<file path="config.mk">
export PLATFORM = sky130hd
export DESIGN_NAME = intersect_stim_gen_flat
export DESIGN_NICKNAME = d
export VERILOG_FILES = /design/src/rtl/intersect_stim_gen_pkg.sv /design/src/rtl/intersect_stim_gen_if.sv /design/src/rtl/intersect_stim_gen_win_cnt.sv /design/src/rtl/intersect_stim_gen.sv /design/src/flat_wrapper.sv
export SDC_FILE = /design/constraint.sdc
export NUM_CORES = 1
export LEC_CHECK = 0
export CAP_MARGIN = 10
export CORE_ASPECT_RATIO = 0.5
export CORE_UTILIZATION = 35
export DETAILED_ROUTE_END_ITERATION = 8
export SKIP_CTS_REPAIR_TIMING = 1
export SLEW_MARGIN = 15
export SYNTH_ARGS = -nofsm -noshare
export SYNTH_HDL_FRONTEND = slang
export SYNTH_SLANG_ARGS = --single-unit
</file>
<file path="constraint.sdc">
create_clock -name clk -period 3 [get_ports clk]
set_input_delay 0.75 -clock clk [delete_from_list [all_inputs] [get_ports clk]]
set_output_delay 0.75 -clock clk [all_outputs]
set_load 0.1 [all_outputs]
</file>
<file path="src/rtl/intersect_stim_gen_pkg.sv">
// Shared types and constants for the intersect stimulus generator.
//   state_e   : controller states (IDLE, RUN, DONE)
//   LEN_W_DEF : default width of the length/index fields
//   DROP_NONE : drop_idx value meaning "never drop transport"
package intersect_stim_pkg;

  localparam int LEN_W_DEF = 4;
  localparam int DROP_NONE = 0;

  typedef enum logic [1:0] {
    IDLE = 2'd0,
    RUN  = 2'd1,
    DONE = 2'd2
  } state_e;

endpackage

</file>
<file path="src/rtl/intersect_stim_gen_if.sv">
// Driving interface between the stimulus generator and its consumer.
//   start/bus_len/train_len/drop_idx : window request (into the generator)
//   transport/bus/train               : stimulus pulses (out of the generator)
//   busy/done/match_exp/len_err       : status and expected checker verdict
// master = generator side, slave = consumer (bench/checker) side.
interface intersect_stim_gen_if #(
  parameter int LEN_W = intersect_stim_pkg::LEN_W_DEF
);
  logic             start;
  logic [LEN_W-1:0] bus_len;
  logic [LEN_W-1:0] train_len;
  logic [LEN_W-1:0] drop_idx;
  logic             transport;
  logic             bus;
  logic             train;
  logic             busy;
  logic             done;
  logic             match_exp;
  logic             len_err;

  modport master (
    input  start, bus_len, train_len, drop_idx,
    output transport, bus, train, busy, done, match_exp, len_err
  );

  modport slave (
    output start, bus_len, train_len, drop_idx,
    input  transport, bus, train, busy, done, match_exp, len_err
  );
endinterface

</file>
<file path="src/rtl/intersect_stim_gen_win_cnt.sv">
// stim_win_cnt: loadable up-counter tracking the current window cycle.
//   clk      : clock
//   clr_n    : synchronous active-low clear (cnt -> 0)
//   load     : load load_val (takes priority over en)
//   en       : increment by one
//   load_val : value loaded on load
//   win_len  : terminal count
//   cnt      : current count
//   tc       : cnt == win_len
module stim_win_cnt #(
  parameter int W = 4
) (
  input  logic         clk,
  input  logic         clr_n,
  input  logic         load,
  input  logic         en,
  input  logic [W-1:0] load_val,
  input  logic [W-1:0] win_len,
  output logic [W-1:0] cnt,
  output logic         tc
);

  always_ff @(posedge clk) begin
    if (!clr_n)    cnt <= '0;
    else if (load) cnt <= load_val;
    else if (en)   cnt <= cnt + 1'b1;
  end

  assign tc = (cnt == win_len);

endmodule

</file>
<file path="src/rtl/intersect_stim_gen.sv">
// intersect_stim_gen: drives one window of bus/train pulses with transport
// held high (optionally dropped on one cycle) per accepted start, then
// reports the verdict a "transport throughout (bus intersect train)" checker
// must reach.
//   clk   : clock
//   rst_n : synchronous active-low reset
//   sif   : generator side of intersect_stim_gen_if (request in, stimulus
//           and status out)
// All stimulus/status outputs except busy are registered; busy follows the
// controller state directly.
module intersect_stim_gen
  import intersect_stim_pkg::*;
#(
  parameter int LEN_W = LEN_W_DEF
) (
  input  logic                  clk,
  input  logic                  rst_n,
  intersect_stim_gen_if.master  sif
);

  state_e           state_q, state_d;
  logic [LEN_W-1:0] bus_len_q, train_len_q, drop_q, win_len_q;
  logic [LEN_W-1:0] cnt;
  logic             tc;
  logic             req_ok, accept, reject;

  // next-cycle values of the registered outputs
  logic transport_d, bus_d, train_d, done_d, match_d, len_err_d;

  assign req_ok = (sif.bus_len != '0) && (sif.train_len != '0);
  assign accept = (state_q == IDLE) && sif.start && req_ok;
  assign reject = (state_q == IDLE) && sif.start && !req_ok;

  // Request capture; window length is the longer of the two pulses.
  always_ff @(posedge clk) begin
    if (!rst_n) begin
      bus_len_q   <= '0;
      train_len_q <= '0;
      drop_q      <= '0;
      win_len_q   <= '0;
    end else if (accept) begin
      bus_len_q   <= sif.bus_len;
      train_len_q <= sif.train_len;
      drop_q      <= sif.drop_idx;
      win_len_q   <= (sif.bus_len > sif.train_len) ? sif.bus_len : sif.train_len;
    end
  end

  // Counter holds at win_len once reached, so it never wraps.
  stim_win_cnt #(.W(LEN_W)) u_cnt (
    .clk      (clk),
    .clr_n    (rst_n),
    .load     (accept),
    .en       ((state_q == RUN) && !tc),
    .load_val (LEN_W'(1)),
    .win_len  (win_len_q),
    .cnt      (cnt),
    .tc       (tc)
  );

  // State register
  always_ff @(posedge clk) begin
    if (!rst_n) state_q <= IDLE;
    else        state_q <= state_d;
  end

  // Next-state logic
  always_comb begin
    state_d = state_q;
    case (state_q)
      IDLE:    if (accept) state_d = RUN;
      RUN:     if (tc)     state_d = DONE;
      DONE:                state_d = IDLE;
      default:             state_d = IDLE;
    endcase
  end

  // Output logic: the value computed for the current state is what the
  // consumer sees one edge later.
  always_comb begin
    transport_d = 1'b0;
    bus_d       = 1'b0;
    train_d     = 1'b0;
    done_d      = 1'b0;
    match_d     = 1'b0;
    len_err_d   = 1'b0;
    case (state_q)
      IDLE: len_err_d = reject;
      RUN: begin
        bus_d       = (cnt <= bus_len_q);
        train_d     = (cnt <= train_len_q);
        // cnt starts at 1, so drop_idx == 0 never matches
        transport_d = (cnt != drop_q);
      end
      DONE: begin
        done_d  = 1'b1;
        // a drop index past the window never lands inside it
        match_d = (bus_len_q == train_len_q) &&
                  ((drop_q == LEN_W'(DROP_NONE)) || (drop_q > win_len_q));
      end
      default: ;
    endcase
  end

  always_ff @(posedge clk) begin
    if (!rst_n) begin
      sif.transport <= 1'b0;
      sif.bus       <= 1'b0;
      sif.train     <= 1'b0;
      sif.done      <= 1'b0;
      sif.match_exp <= 1'b0;
      sif.len_err   <= 1'b0;
    end else begin
      sif.transport <= transport_d;
      sif.bus       <= bus_d;
      sif.train     <= train_d;
      sif.done      <= done_d;
      sif.match_exp <= match_d;
      sif.len_err   <= len_err_d;
    end
  end

  assign sif.busy = (state_q != IDLE);

endmodule

</file>
<file path="src/flat_wrapper.sv">
// flat-port wrapper written by rule: the top's interface ports become plain ports
module intersect_stim_gen_flat import intersect_stim_pkg::*;
#(
  parameter int LEN_W = LEN_W_DEF
)
  (clk, rst_n, sif_start, sif_bus_len, sif_train_len, sif_drop_idx, sif_transport, sif_bus, sif_train, sif_busy, sif_done, sif_match_exp, sif_len_err);
  intersect_stim_gen_if #(.LEN_W(LEN_W)) sif_i ();
  input  logic clk;
  input  logic rst_n;
  input wire logic [$bits(sif_i.start)-1:0] sif_start;
  input wire logic [$bits(sif_i.bus_len)-1:0] sif_bus_len;
  input wire logic [$bits(sif_i.train_len)-1:0] sif_train_len;
  input wire logic [$bits(sif_i.drop_idx)-1:0] sif_drop_idx;
  output wire logic [$bits(sif_i.transport)-1:0] sif_transport;
  output wire logic [$bits(sif_i.bus)-1:0] sif_bus;
  output wire logic [$bits(sif_i.train)-1:0] sif_train;
  output wire logic [$bits(sif_i.busy)-1:0] sif_busy;
  output wire logic [$bits(sif_i.done)-1:0] sif_done;
  output wire logic [$bits(sif_i.match_exp)-1:0] sif_match_exp;
  output wire logic [$bits(sif_i.len_err)-1:0] sif_len_err;
  assign sif_i.start = sif_start;
  assign sif_i.bus_len = sif_bus_len;
  assign sif_i.train_len = sif_train_len;
  assign sif_i.drop_idx = sif_drop_idx;
  assign sif_transport = sif_i.transport;
  assign sif_bus = sif_i.bus;
  assign sif_train = sif_i.train;
  assign sif_busy = sif_i.busy;
  assign sif_done = sif_i.done;
  assign sif_match_exp = sif_i.match_exp;
  assign sif_len_err = sif_i.len_err;
  intersect_stim_gen #(.LEN_W(LEN_W)) u_core (.clk(clk), .rst_n(rst_n), .sif(sif_i));
endmodule
</file>
==> results.sh <==
export IMPL_clock_sink_count=28
export IMPL_netlist_cell_type_count=34
export IMPL_slew_headroom_pct=38.3
export IMPL_cts_made_buffers=3
export IMPL_routed_wl_um=3220
export IMPL_grt_pass1_vias=1057
export IMPL_synth_largest_area_cell="dfxtp_1"
export IMPL_first_pass_iters=4
export IMPL_grt_pass1_wl_um=5110
export IMPL_maxSlewViolCount=0
export IMPL_die_y_um=48.3
export IMPL_synthesis_nets=191
export IMPL_final_common_cell="dfxtp_1"
export IMPL_via_per_inst=4.78
export IMPL_fin_setup_tns_ns=0
export IMPL_worstSkewPairLatency_ns=0.28
export IMPL_hold_viol_final=0
export IMPL_grt_max_degree=18
export IMPL_die_w_um=94.5
export IMPL_port_buffers=21
export IMPL_rsz0062_at_grt="no"
export IMPL_root_buffer="clkbuf_8"
export IMPL_gp_congestion=0.750
export IMPL_layout_common_cells="dfxtp_1 (28), ha_1 (17), inv_1 (16), clkdlybuf4s50_1 (14)"
export IMPL_drt_initial_drc_count=35
export IMPL_antenna_found_initial=0
export IMPL_async_flop_share_pct=0
export IMPL_start_util_pct=37.4
export IMPL_finalClockSkew_ns=0.00456
export IMPL_vias=1128
export IMPL_outcome="complete, no violations"
export IMPL_syn_avg_cell_area_um2=9.42
export IMPL_cp_start_kind="input port"
export IMPL_multiInputGateArea_um2=855
export IMPL_fin_crit_ns=2.37
export IMPL_vdd_drop_max_mv=0.222
export IMPL_crit_required_ns=3.18
export IMPL_crit_path_end_kind="flip-flop"
export IMPL_path_max_fanout=3
export IMPL_synthTopCellsByArea="dfxtp_1 (37%), ha_1 (14%), xnor2_1 (5.8%)"
export IMPL_placed_cells=232
export IMPL_std_cell_rows=16
export IMPL_clk_pin_slew_worst_paths_ns=0.10
export IMPL_netlist_instances=159
export IMPL_core_area_um2=4000
export IMPL_ys_warn_count=0
export IMPL_cts_tree="built"
export IMPL_syn_area_um2=1500
export IMPL_drcViolationCount=0
export IMPL_cp_arrival_ns=2.55
export IMPL_ys_flop_type="dfxtp_1"
export IMPL_max_slew_worst_pin_slew_ns=0.921
export IMPL_final_cells=236
export IMPL_finalSetupViolations=0
export IMPL_crit_type="in -> reg"
export IMPL_ant_nets=0
export IMPL_synth_top_cell_area_share_pct=37.4
export IMPL_power_leakage_nw=0.737
export IMPL_dpl_hpwl_um=2630
export IMPL_grt_overflow_total=0
export IMPL_htree_levels=1
export IMPL_synth_seq_cells=28
export IMPL_period_share_pct=78.9
export IMPL_power_density_nw_per_um2=581
export IMPL_cts_buffer_depth=2
export IMPL_antenna_diode_count=0
export IMPL_fmax_mhz=422
export IMPL_hp_class="reg -> reg"
export IMPL_register_area_um2=561
export IMPL_n_fill_cell=389
export IMPL_nNetsFinal=215
export IMPL_wire_per_inst_um=13.7
export IMPL_io_pins=22
export IMPL_dieArea_um2=4560
export IMPL_maxCapViolations=0
export IMPL_synth_seq_area_share_pct=37.4
export IMPL_synth_edff_count=0
export IMPL_drive_gt1_share_pct=11.0
export IMPL_gr_usage_all_layers_pct=15.4
export IMPL_area_growth_pct=21.6
-- metal layers --
| layer | part of all wire (%) | up-vias | GRT usage, % |
|---|---|---|---|
| li1 | - | 604 | - |
| met1 | 57 | 509 | 22.8 |
| met2 | 41 | 15 | 23.6 |
| met3 | 2.7 | 0 | 3.74 |
| met4 | 0 | 0 | 1.82 |
| met5 | 0 | - | 0 |
-- final cells by class --
type	instances	share of cell area, %
clock inverters	1	1.65
flip-flops and latches	28	30.8
clock buffers	3	2.27
well taps	54	3.71
inverters	16	3.30
multi-input cells	111	46.9
repair buffers	23	11.4
-- through the flow --
stage                     setup slack [ns]  power, mW  hold slack (ns)  utilization [%]  instance area, um^2
final                                0.633       1.06            0.490             45.5                 1820
after global routing                 0.451       1.12            0.541             45.5                 1820
after CTS                            0.603       1.06            0.494             45.5                 1820
after detailed placement             0.304      0.766            0.473             43.7                 1750
after global placement               0.315      0.760            0.479             43.7                 1750
after floorplan                      0.855      0.682            0.437                -                 1500
-- report_power, final --
group	leakage (nW)	internal, mW	total [mW]	switching [mW]
Clock	0.0357	0.179	0.300	0.121
Sequential	0.229	0.406	0.441	0.0345
Combinational	0.473	0.128	0.317	0.189
-- flip-flops by register name, indices dropped and copies added (netlist names) --
register	count
u_core.bus_len_q	4
u_core.drop_q	4
u_core.sif.bus	1
u_core.sif.done	1
u_core.sif.len_err	1
u_core.sif.match_exp	1
u_core.sif.train	1
u_core.sif.transport	1
u_core.state_q	2
u_core.train_len_q	4
u_core.u_cnt.cnt	4
u_core.win_len_q	4
-- cell usage after synthesis, types with 2 or more instances --
| master | n |
|---|---|
| nor2_1 | 8 |
| nand2_1 | 10 |
| inv_1 | 16 |
| xnor2_1 | 10 |
| nor4_2 | 2 |
| dfxtp_1 | 28 |
| a21oi_1 | 5 |
| ha_1 | 17 |
| o221ai_1 | 3 |
| o211ai_1 | 2 |
| nor2b_1 | 4 |
| nand4_1 | 5 |
| o21a_1 | 3 |
| buf_2 | 3 |
| xor2_1 | 5 |
| a22o_1 | 6 |
| nand2b_1 | 3 |
| o21ai_0 | 2 |
| o21ai_1 | 7 |
| nand3_1 | 6 |
-- logic make-up after synthesis --
| family | synth area share, % |
|---|---|
| AND/OR/NAND/NOR | 16.1 |
| AO/OA/AOI/OAI | 16.5 |
| flip-flops | 37.4 |
| buffers and inverters | 5.51 |
| adder cells (fa/ha/maj) | 14.2 |
| XOR/XNOR | 8.77 |
| multiplexers | 1.42 |
-- critical path, stage by stage --
cell,delay [ns]
clkdlybuf4s50_1,0.53
inv_1,0.06
ha_1,0.28
nor2b_1,0.13
o211ai_1,0.10
a21oi_2,0.16
mux2_2,0.35
a22o_1,0.19
-- final timing paths --
check	start	end	slack (ns)	cells after the start
max	sif_train_len[1]	u_core.win_len_q[0]$_SDFFE_PN0P_	0.63	8
min	u_core.state_q[1]$_SDFFE_PN0P_	u_core.sif.done$_SDFF_PN0_	0.49	2
max reg2reg	u_core.state_q[0]$_SDFFE_PN0P_	u_core.win_len_q[2]$_SDFFE_PN0P_	1.13	5
min reg2reg	u_core.state_q[1]$_SDFFE_PN0P_	u_core.sif.done$_SDFF_PN0_	0.49	2
No activity file was read; power rests on OpenSTA's default activity.
